[config.mk]
export PLATFORM = sky130hd
export DESIGN_NAME = dm_dag
export DESIGN_NICKNAME = d
export VERILOG_FILES = /design/src/rtl/dm_dag.sv
export SDC_FILE = /design/constraint.sdc
export NUM_CORES = 1
export LEC_CHECK = 0
export BUFFER_PORTS_ARGS = -buffer_cell sky130_fd_sc_hd__buf_2
export CAP_MARGIN = 40
export CORE_ASPECT_RATIO = 1.5
export CORE_MARGIN = 3
export CORE_UTILIZATION = 58
export DETAILED_ROUTE_END_ITERATION = 16
export GPL_ROUTABILITY_DRIVEN = 0
export PLACE_DENSITY_LB_ADDON = 0.15
export SETUP_SLACK_MARGIN = 0.2
export SLEW_MARGIN = 20
export SYNTH_ARGS = -nofsm -noshare
export SYNTH_HDL_FRONTEND = slang
export SYNTH_SLANG_ARGS = --single-unit
[constraint.sdc]
create_clock -name clk -period 3.4 [get_ports clk]
set_input_delay 0.51 -clock clk [delete_from_list [all_inputs] [get_ports clk]]
set_output_delay 0.51 -clock clk [all_outputs]
set_load 0.05 [all_outputs]
[src/rtl/dm_dag.sv]
// ---------------------------------------------------------------------------
// dm_dag : data-memory address generator.
//
// Holds eight index (I) and eight modify (M) registers.  Each request
// produces a DM address, either I+M (pre-modify) or I (post-modify, with
// I <= I+M).  The block also sequences the store-data and load-data phases
// around the DM access.
//
// Optional feature, enabled with the macro DAG_CIRC_EN:
//   adds eight length (L) and eight base (B) registers and circular
//   addressing.  With the macro undefined, ureg writes to L/B are dropped
//   and all address arithmetic is linear modulo 2^DMA_SIZE.
//
// Ports
//   clk, reset (async, active low)
//   ps_dg_req / ps_dg_wrb / ps_dg_pre / ps_dg_iadd / ps_dg_madd / ps_dg_st_dt
//       : access request from the sequencer
//   ps_dg_ureg_wr / ps_dg_ureg_sel / ps_dg_ureg_dt
//       : DAG register write (sel[4:3] 00=I 01=M 10=L 11=B, sel[2:0]=index)
//   dm_bc_dt       : DM read data
//   dg_dm_cslt / dg_dm_wrb / dg_dm_add : DM address phase
//   dg_bc_dt       : store data to DM, driven one cycle after the address phase
//   dg_ps_ld_dt / dg_ps_ld_vld : load result, two cycles after the request edge
// ---------------------------------------------------------------------------
module dm_dag #(
   parameter int DMA_SIZE = 17,
   parameter int DMD_SIZE = 16
) (
   input  logic                clk,
   input  logic                reset,
   input  logic                ps_dg_req,
   input  logic                ps_dg_wrb,
   input  logic                ps_dg_pre,
   input  logic [2:0]          ps_dg_iadd,
   input  logic [2:0]          ps_dg_madd,
   input  logic [DMD_SIZE-1:0] ps_dg_st_dt,
   input  logic                ps_dg_ureg_wr,
   input  logic [4:0]          ps_dg_ureg_sel,
   input  logic [DMA_SIZE-1:0] ps_dg_ureg_dt,
   input  logic [DMD_SIZE-1:0] dm_bc_dt,
   output logic                dg_dm_cslt,
   output logic                dg_dm_wrb,
   output logic [DMA_SIZE-1:0] dg_dm_add,
   output logic [DMD_SIZE-1:0] dg_bc_dt,
   output logic [DMD_SIZE-1:0] dg_ps_ld_dt,
   output logic                dg_ps_ld_vld
);

   logic [DMA_SIZE-1:0] i_reg [8];
   logic [DMA_SIZE-1:0] m_reg [8];
`ifdef DAG_CIRC_EN
   logic [DMA_SIZE-1:0] l_reg [8];
   logic [DMA_SIZE-1:0] b_reg [8];

   // Fold an address back into [B, B+L) when L is non-zero.  The upper bound
   // is formed one bit wider so a buffer that ends at the top of the address
   // space still compares correctly.
   function automatic logic [DMA_SIZE-1:0] circ_wrap(
      input logic [DMA_SIZE-1:0] v,
      input logic [DMA_SIZE-1:0] b,
      input logic [DMA_SIZE-1:0] l
   );
      logic [DMA_SIZE:0] top;
      top       = {1'b0, b} + {1'b0, l};
      circ_wrap = v;
      if (l != '0) begin
         if (v < b)
            circ_wrap = v + l;
         else if ({1'b0, v} >= top)
            circ_wrap = v - l;
      end
   endfunction
`endif

   logic [DMA_SIZE-1:0] sum_im;
   logic [DMA_SIZE-1:0] i_next;
   logic [DMA_SIZE-1:0] eff_add;

   // store/load pipeline tracking
   logic [DMD_SIZE-1:0] st_dt_q;
   logic                st_pend;
   logic                ld_p1;
   logic                ld_p2;

   always_comb begin
      sum_im = i_reg[ps_dg_iadd] + m_reg[ps_dg_madd];
`ifdef DAG_CIRC_EN
      i_next = circ_wrap(sum_im, b_reg[ps_dg_iadd], l_reg[ps_dg_iadd]);
`else
      i_next = sum_im;
`endif
      eff_add = ps_dg_pre ? i_next : i_reg[ps_dg_iadd];
   end

   always_ff @(posedge clk or negedge reset) begin
      if (!reset) begin
         for (int n = 0; n < 8; n++) begin
            i_reg[n] <= '0;
            m_reg[n] <= '0;
`ifdef DAG_CIRC_EN
            l_reg[n] <= '0;
            b_reg[n] <= '0;
`endif
         end
         dg_dm_cslt   <= 1'b0;
         dg_dm_wrb    <= 1'b0;
         dg_dm_add    <= '0;
         dg_bc_dt     <= '0;
         dg_ps_ld_dt  <= '0;
         dg_ps_ld_vld <= 1'b0;
         st_dt_q      <= '0;
         st_pend      <= 1'b0;
         ld_p1        <= 1'b0;
         ld_p2        <= 1'b0;
      end else begin
         dg_dm_cslt <= ps_dg_req;
         st_pend    <= ps_dg_req & ps_dg_wrb;
         ld_p1      <= ps_dg_req & ~ps_dg_wrb;
         ld_p2      <= ld_p1;

         if (ps_dg_req) begin
            dg_dm_wrb <= ps_dg_wrb;
            dg_dm_add <= eff_add;
            if (ps_dg_wrb)
               st_dt_q <= ps_dg_st_dt;
            if (!ps_dg_pre)
               i_reg[ps_dg_iadd] <= i_next;
         end

         // DM writes one cycle after its address phase
         if (st_pend)
            dg_bc_dt <= st_dt_q;

         dg_ps_ld_vld <= ld_p2;
         if (ld_p2)
            dg_ps_ld_dt <= dm_bc_dt;

         // Placed after the post-modify update so a same-cycle ureg write
         // to the same I register wins.
         if (ps_dg_ureg_wr) begin
            case (ps_dg_ureg_sel[4:3])
               2'b00: i_reg[ps_dg_ureg_sel[2:0]] <= ps_dg_ureg_dt;
               2'b01: m_reg[ps_dg_ureg_sel[2:0]] <= ps_dg_ureg_dt;
`ifdef DAG_CIRC_EN
               2'b10: l_reg[ps_dg_ureg_sel[2:0]] <= ps_dg_ureg_dt;
               2'b11: b_reg[ps_dg_ureg_sel[2:0]] <= ps_dg_ureg_dt;
`endif
               default: ;
            endcase
         end
      end
   end

endmodule

=== Word-level counts from Yosys, hierarchy flattened ===
Index checks and enable logic that the tools add are counted.

* Add/sub/neg operators: 1
* Reductions and logical operators: 5
* Order comparisons: 5
* Mux-type cells: 18
* Bitwise logic cells: 6
* Eq/ne operators: 1

{| class="wikitable"
|+ Operator list
! kind !! number
|-
| $mux W136 || 4
|-
| $bwmux W136 || 3
|-
| $mux W17 || 7
|-
| $bmux W17 S3 || 2
|-
| $demux W17 S3 || 2
|-
| $add A17 B17 Y17 || 1
|-
| $ge A4 B4 Y1 const B || 3
|-
| $not A3 Y4 || 3
|-
| $lt A4 B1 Y1 const B || 2
|-
| $reduce_and A2 Y1 || 2
|-
| $and A1 B1 Y1 || 2
|-
| $eq A2 B1 Y1 const B || 1
|-
| $logic_and A1 B1 Y1 || 2
|-
| $logic_not A2 Y1 || 1
|-
| $not A1 Y1 || 1
|}

* Word-level logic and storage cells: 62
* Input port bits: 66
* Output and inout port bits: 52
* Flip-flop bits (word level): 343

=== Longest topological paths before layout ===
* Depth after elaboration: 11
* Gate-level depth with buffers: 16
* Mapped depth without buffers: 14

=== Worst setup path after synthesis ===
OpenSTA, ideal clock, no wires.

* Kind: input -> register
* Start: input port ps_dg_madd[0]
* End: register i_reg[13] (netlist bit)
* Setup time: 0.125 ns
* Data arrival time: 3.534 ns
* Required time: 3.275 ns
* Buffers on the path: 2
* Setup slack: -0.259 ns
* Stages: 12
* Cells stage by stage: buf_6 -> buf_2 -> mux4_2 -> mux2_2 -> ha_1 -> and2_4 -> a221oi_2 -> a21oi_2 -> o22ai_2 -> mux2i_2 -> o21ai_1 -> mux2_2

* Longest elaborated chain between the ends: 11

{| class="wikitable"
|+ RTL lines
! what !! line !! text
|-
| from (decl) || 35 || <nowiki>input logic [2:0] ps_dg_madd,</nowiki>
|-
| $not A3 Y4 (not written as such) * || 86 || <nowiki>sum_im = i_reg[ps_dg_iadd] + m_reg[ps_dg_madd];</nowiki>
|-
| $bmux W17 S3 * || 86 ||
|-
| $mux W17 (not written as such) * (2 in series) || 86 ||
|-
| $add A17 B17 Y17 * || 86 ||
|-
| $bwmux W136 * || 127 || <nowiki>i_reg[ps_dg_iadd] <= i_next;</nowiki>
|-
| $mux W136 * || 126 || <nowiki>if (!ps_dg_pre)</nowiki>
|-
| $mux W136 * || 121 || <nowiki>if (ps_dg_req) begin</nowiki>
|-
| $bwmux W136 || 142 || <nowiki>2'b00: i_reg[ps_dg_ureg_sel[2:0]] <= ps_dg_ureg_dt;</nowiki>
|-
| $mux W136 || 141 || <nowiki>case (ps_dg_ureg_sel[4:3])</nowiki>
|-
| $mux W136 * || 140 || <nowiki>if (ps_dg_ureg_wr) begin</nowiki>
|-
| to (signal, indexed assignment) || 127 ||
|-
| to (signal, indexed assignment) || 142 ||
|-
| to (decl) || 49 || <nowiki>logic [DMA_SIZE-1:0] i_reg [8];</nowiki>
|}

Every way passes the cells marked *; elsewhere a longest branch is shown, timed or not. The select of a mux whose other input is x is not followed.
A chain may end at the register's enable or synchronous reset.

=== Worst setup path in the final report ===
* Start: register m_reg[21] (netlist bit)
* End: register i_reg[43] (netlist bit)

* Longest elaborated chain between the ends: 10

{| class="wikitable"
|+ RTL lines
! what !! line !! text
|-
| from (decl) || 50 || <nowiki>logic [DMA_SIZE-1:0] m_reg [8];</nowiki>
|-
| from (signal, indexed assignment) || 143 || <nowiki>2'b01: m_reg[ps_dg_ureg_sel[2:0]] <= ps_dg_ureg_dt;</nowiki>
|-
| $bmux W17 S3 * || 86 ||
|-
| $mux W17 (not written as such) * (2 in series) || 86 ||
|-
| $add A17 B17 Y17 * || 86 ||
|-
| $bwmux W136 * || 127 ||
|-
| $mux W136 * || 126 ||
|-
| $mux W136 * || 121 ||
|-
| $bwmux W136 || 142 ||
|-
| $mux W136 || 141 ||
|-
| $mux W136 * || 140 ||
|}

Marked as above.

==> reports/summary.txt <==
status: finished, final reports clean
drt drc: 0
largest net degree at the start of global routing: 87
most common cell after layout, fill and taps aside: dfrtp_1
crit path DAT: 3.64 ns
Syn Inst Count: 1523
Max-Cap Viols: 0
Port Buf Inserts: 117
CP top delay family: compound AO/OA/AOI/OAI gates
Final setup viols: 0
Syn Nets: 1606
flop-to-flop setup slack: 0.19 ns
CTS Buf Count: 35
highest clock rate: 311.8 MHz
CTS tree: built
dpl hpwl: 34560 um
RSZ-0062 raised after global routing: true
P per Cell Area: 779.1 nW/um^2
Comb pwr share: 0.393
Clock Pin Slew Worst Setup and Hold Paths: 0.06 ns
Slew Limit Fails: 0
fin area: 20540 sq um
H-tree depth: 2
worst r2r dst: i_reg[43]
die height: 216.1 um
Netlist cell types: 65
initial antenna violation count: 3
Total Wirelength: 50300 um
Skew-Pair Late Insertion Delay: 0.53 ns
number of global-route vias before repair: 13740
Site Rows: 76
Top Ports: 118
Endpoint, Worst Hold: ld_p1
synth warn: 0
met3 WL post-DR: 3626 um
worst path cell trace: mux4_2 > mux2_2 > ha_4 > and2_4 > a221oi_4 > buf_4 > a21oi_4 > o211ai_1 > a21boi_2 > or3_1 > a22oi_1
peak supply drop: 0.0005409 V
Routed WL per cell: 23.34 um
worst relative slew slack: 0.4255
top_reg_cell synth: dfrtp_1
Cells after DPL: 2084
worst-margin pin slew: 0.8608 ns
leakage power: 9.413 nW
Post-synth ARST share: 1.000
Seq/Total Area, Yosys: 0.5029
total vias in the final route: 13230
GR Overflow Total: 0
router iterations before antenna repair: 7
clock skew: 0.02395 ns
commonest non-fill, non-tap cells in the layout: dfrtp_1 (343), mux2_2 (229), nand2_1 (185)
Non-Filler Instances: 2155
CP Capture Type: flop
Sw Ratio: 0.3599
worst r2r src: m_reg[21]
top layer in use: met5
worst path required time: 3.83 ns
Worst Hold Class: input port to flop
worst-path maximum fanout: 9
Setup Crit Path Kind: flop to flop
Root Buffer: clkbuf_16
slowest CP cell: mux4_2
core area: 28910 sq um
r2r worst-path depth: 11
post-route ant nets: 0
element type at the critical path start: flop
GRT Total Usage: 0.3184
first-pass GRT wire length: 78040 um
CP bufs+invs: 1
Die W: 146.1 um
met2 WL: 24960 um
peak per-stage delay on the critical path: 0.46 ns
FF+latch count, synth: 343
area delta synth->final: 20.34%
CTS Buffer Depth: 3
Initial Utilization: 0.5904
Tot Pwr: 16.00 mW
Hold Startpoint: ps_dg_wrb
Net Sw Power: 5.759 mW
Sequential Power Share: 0.380
crit path time final: 3.208 ns
Post-synth EDFFs: 0
Crit. Startpoint: m_reg[21]
Sink Count: 343
Pint: 10.24 mW
Clk network pwr share: 0.227
die area: 31560 sq um
number of vias per cell: 6.138
drt initial violations: 1066
Mean Syn Cell Area: 11.21 sq um
Mapped Area: 17070 sq um
share of layout cells above drive strength 1: 0.3825
NumNets Final: 1823
M1 WL: 18090 um
Core Util, Final: 0.7105
Area after DPL: 19250 sq um
fin crit share: 0.9434
Hold Vio Cnt, Final: 0
Min-Delay Path Depth: 2
==> repair_timing <==
item	4_1_cts	5_1_grt
endpoints found under the setup margin	73	73
hold buffers	1	0
pin swaps	3	13
resized for setup	11	21
hold endpoints to repair	62	0
gates cloned	1	0
buffers inserted	0	7
==> cell type report <==
type,count,area (sq um)
clock inverter,12,86.33
clock buffer,47,980.9
tap,390,488.0
antenna,3,7.507
multi-input combinational,1058,8208
sequential,343,8583
timing repair buffer,294,2156
fill,2158,8368
inverter,8,30.03
==> worst max path at each step <==
stage                       endpoint  slack, ns  depth (start not counted)
after floorplan            i_reg[13]     -0.001                         13
after global placement      i_reg[9]      -0.61                         15
after detailed placement  i_reg[111]      -0.63                         15
after CTS                 i_reg[118]       0.20                         16
after global routing       i_reg[94]       0.07                         11
final                      i_reg[43]       0.19                         11
==> synthesized netlist by cell type, drive strengths merged (3+ instances only) <==
cell | number | area share
a211oi | 3 | 0.0016
a21o | 5 | 0.0022
a21oi | 79 | 0.024
a22oi | 53 | 0.023
a31oi | 43 | 0.016
and2 | 4 | 0.0016
and3 | 9 | 0.0033
buf | 35 | 0.011
clkbuf | 79 | 0.017
dfrtp | 343 | 0.50
ha | 16 | 0.012
inv | 8 | 0.0018
mux2 | 233 | 0.15
mux2i | 47 | 0.028
mux4 | 36 | 0.048
nand2 | 185 | 0.041
nand2b | 7 | 0.0026
nand3 | 16 | 0.0050
nand4 | 5 | 0.0018
nor2 | 117 | 0.026
nor2b | 14 | 0.0051
nor3 | 4 | 0.0012
o211ai | 6 | 0.0026
o21ai | 106 | 0.031
o22a | 15 | 0.0077
o31ai | 5 | 0.0025
or2 | 3 | 0.0011
or3 | 10 | 0.0037
xnor2 | 9 | 0.0059
xor2 | 7 | 0.0051
==> cells by family (layout without fill, tap and decap cells) <==
| group | after synthesis | after routing | share of synthesized area |
|---|---|---|---|
| simple gates | 379 | 379 | 0.09442 |
| compound gates | 330 | 330 | 0.1190 |
| flops | 343 | 343 | 0.5029 |
| buf+inv | 122 | 361 | 0.03050 |
| mux | 316 | 316 | 0.2292 |
| xor+xnor | 16 | 16 | 0.01107 |
| other cells | 0 | 3 | 0 |
| fa+ha+maj | 17 | 17 | 0.01290 |
==> power groups by stage <==
stage / clock network, mW / registers, mW / logic (mW)
6_report: 3.63 / 6.08 / 6.29
2_1_floorplan: 0 / 6.46 / 3.27
5_1_grt: 3.87 / 6.21 / 6.74
4_1_cts: 3.70 / 6.06 / 6.09
3_5_place_dp: 0 / 6.11 / 6.03
3_3_place_gp: 0 / 6.06 / 5.89
==> stage by stage <==
step	setup WS (ns)	hold slack (ns)	TNS (ns)
2_1_floorplan	-0.001271	0.2144	-0.001271
3_3_place_gp	-0.6128	0.3360	-34.24
3_5_place_dp	-0.6324	0.3475	-38.29
4_1_cts	0.2032	0.1682	0
5_1_grt	0.07462	0.1767	0
6_report	0.1923	0.1781	0
==> per-layer routing <==
| layer | up-vias | global-route usage |
|---|---|---|
| met5 | - | 0 |
| met4 | 2 | 0.1877 |
| met3 | 213 | 0.05647 |
| met2 | 591 | 0.5451 |
| met1 | 6515 | 0.3776 |
| li1 | 5906 | - |
==> worst register-to-register path, cell delays in order (launching register included) <==
cell      delay (ns)
dfrtp_1         0.38
mux4_2          0.46
mux2_2          0.31
ha_4            0.26
and2_4          0.17
a221oi_4        0.25
buf_4           0.18
a21oi_4         0.07
o211ai_1        0.27
a21boi_2        0.19
or3_1           0.42
a22oi_1         0.15
No activity file was read; power rests on OpenSTA's default activity.
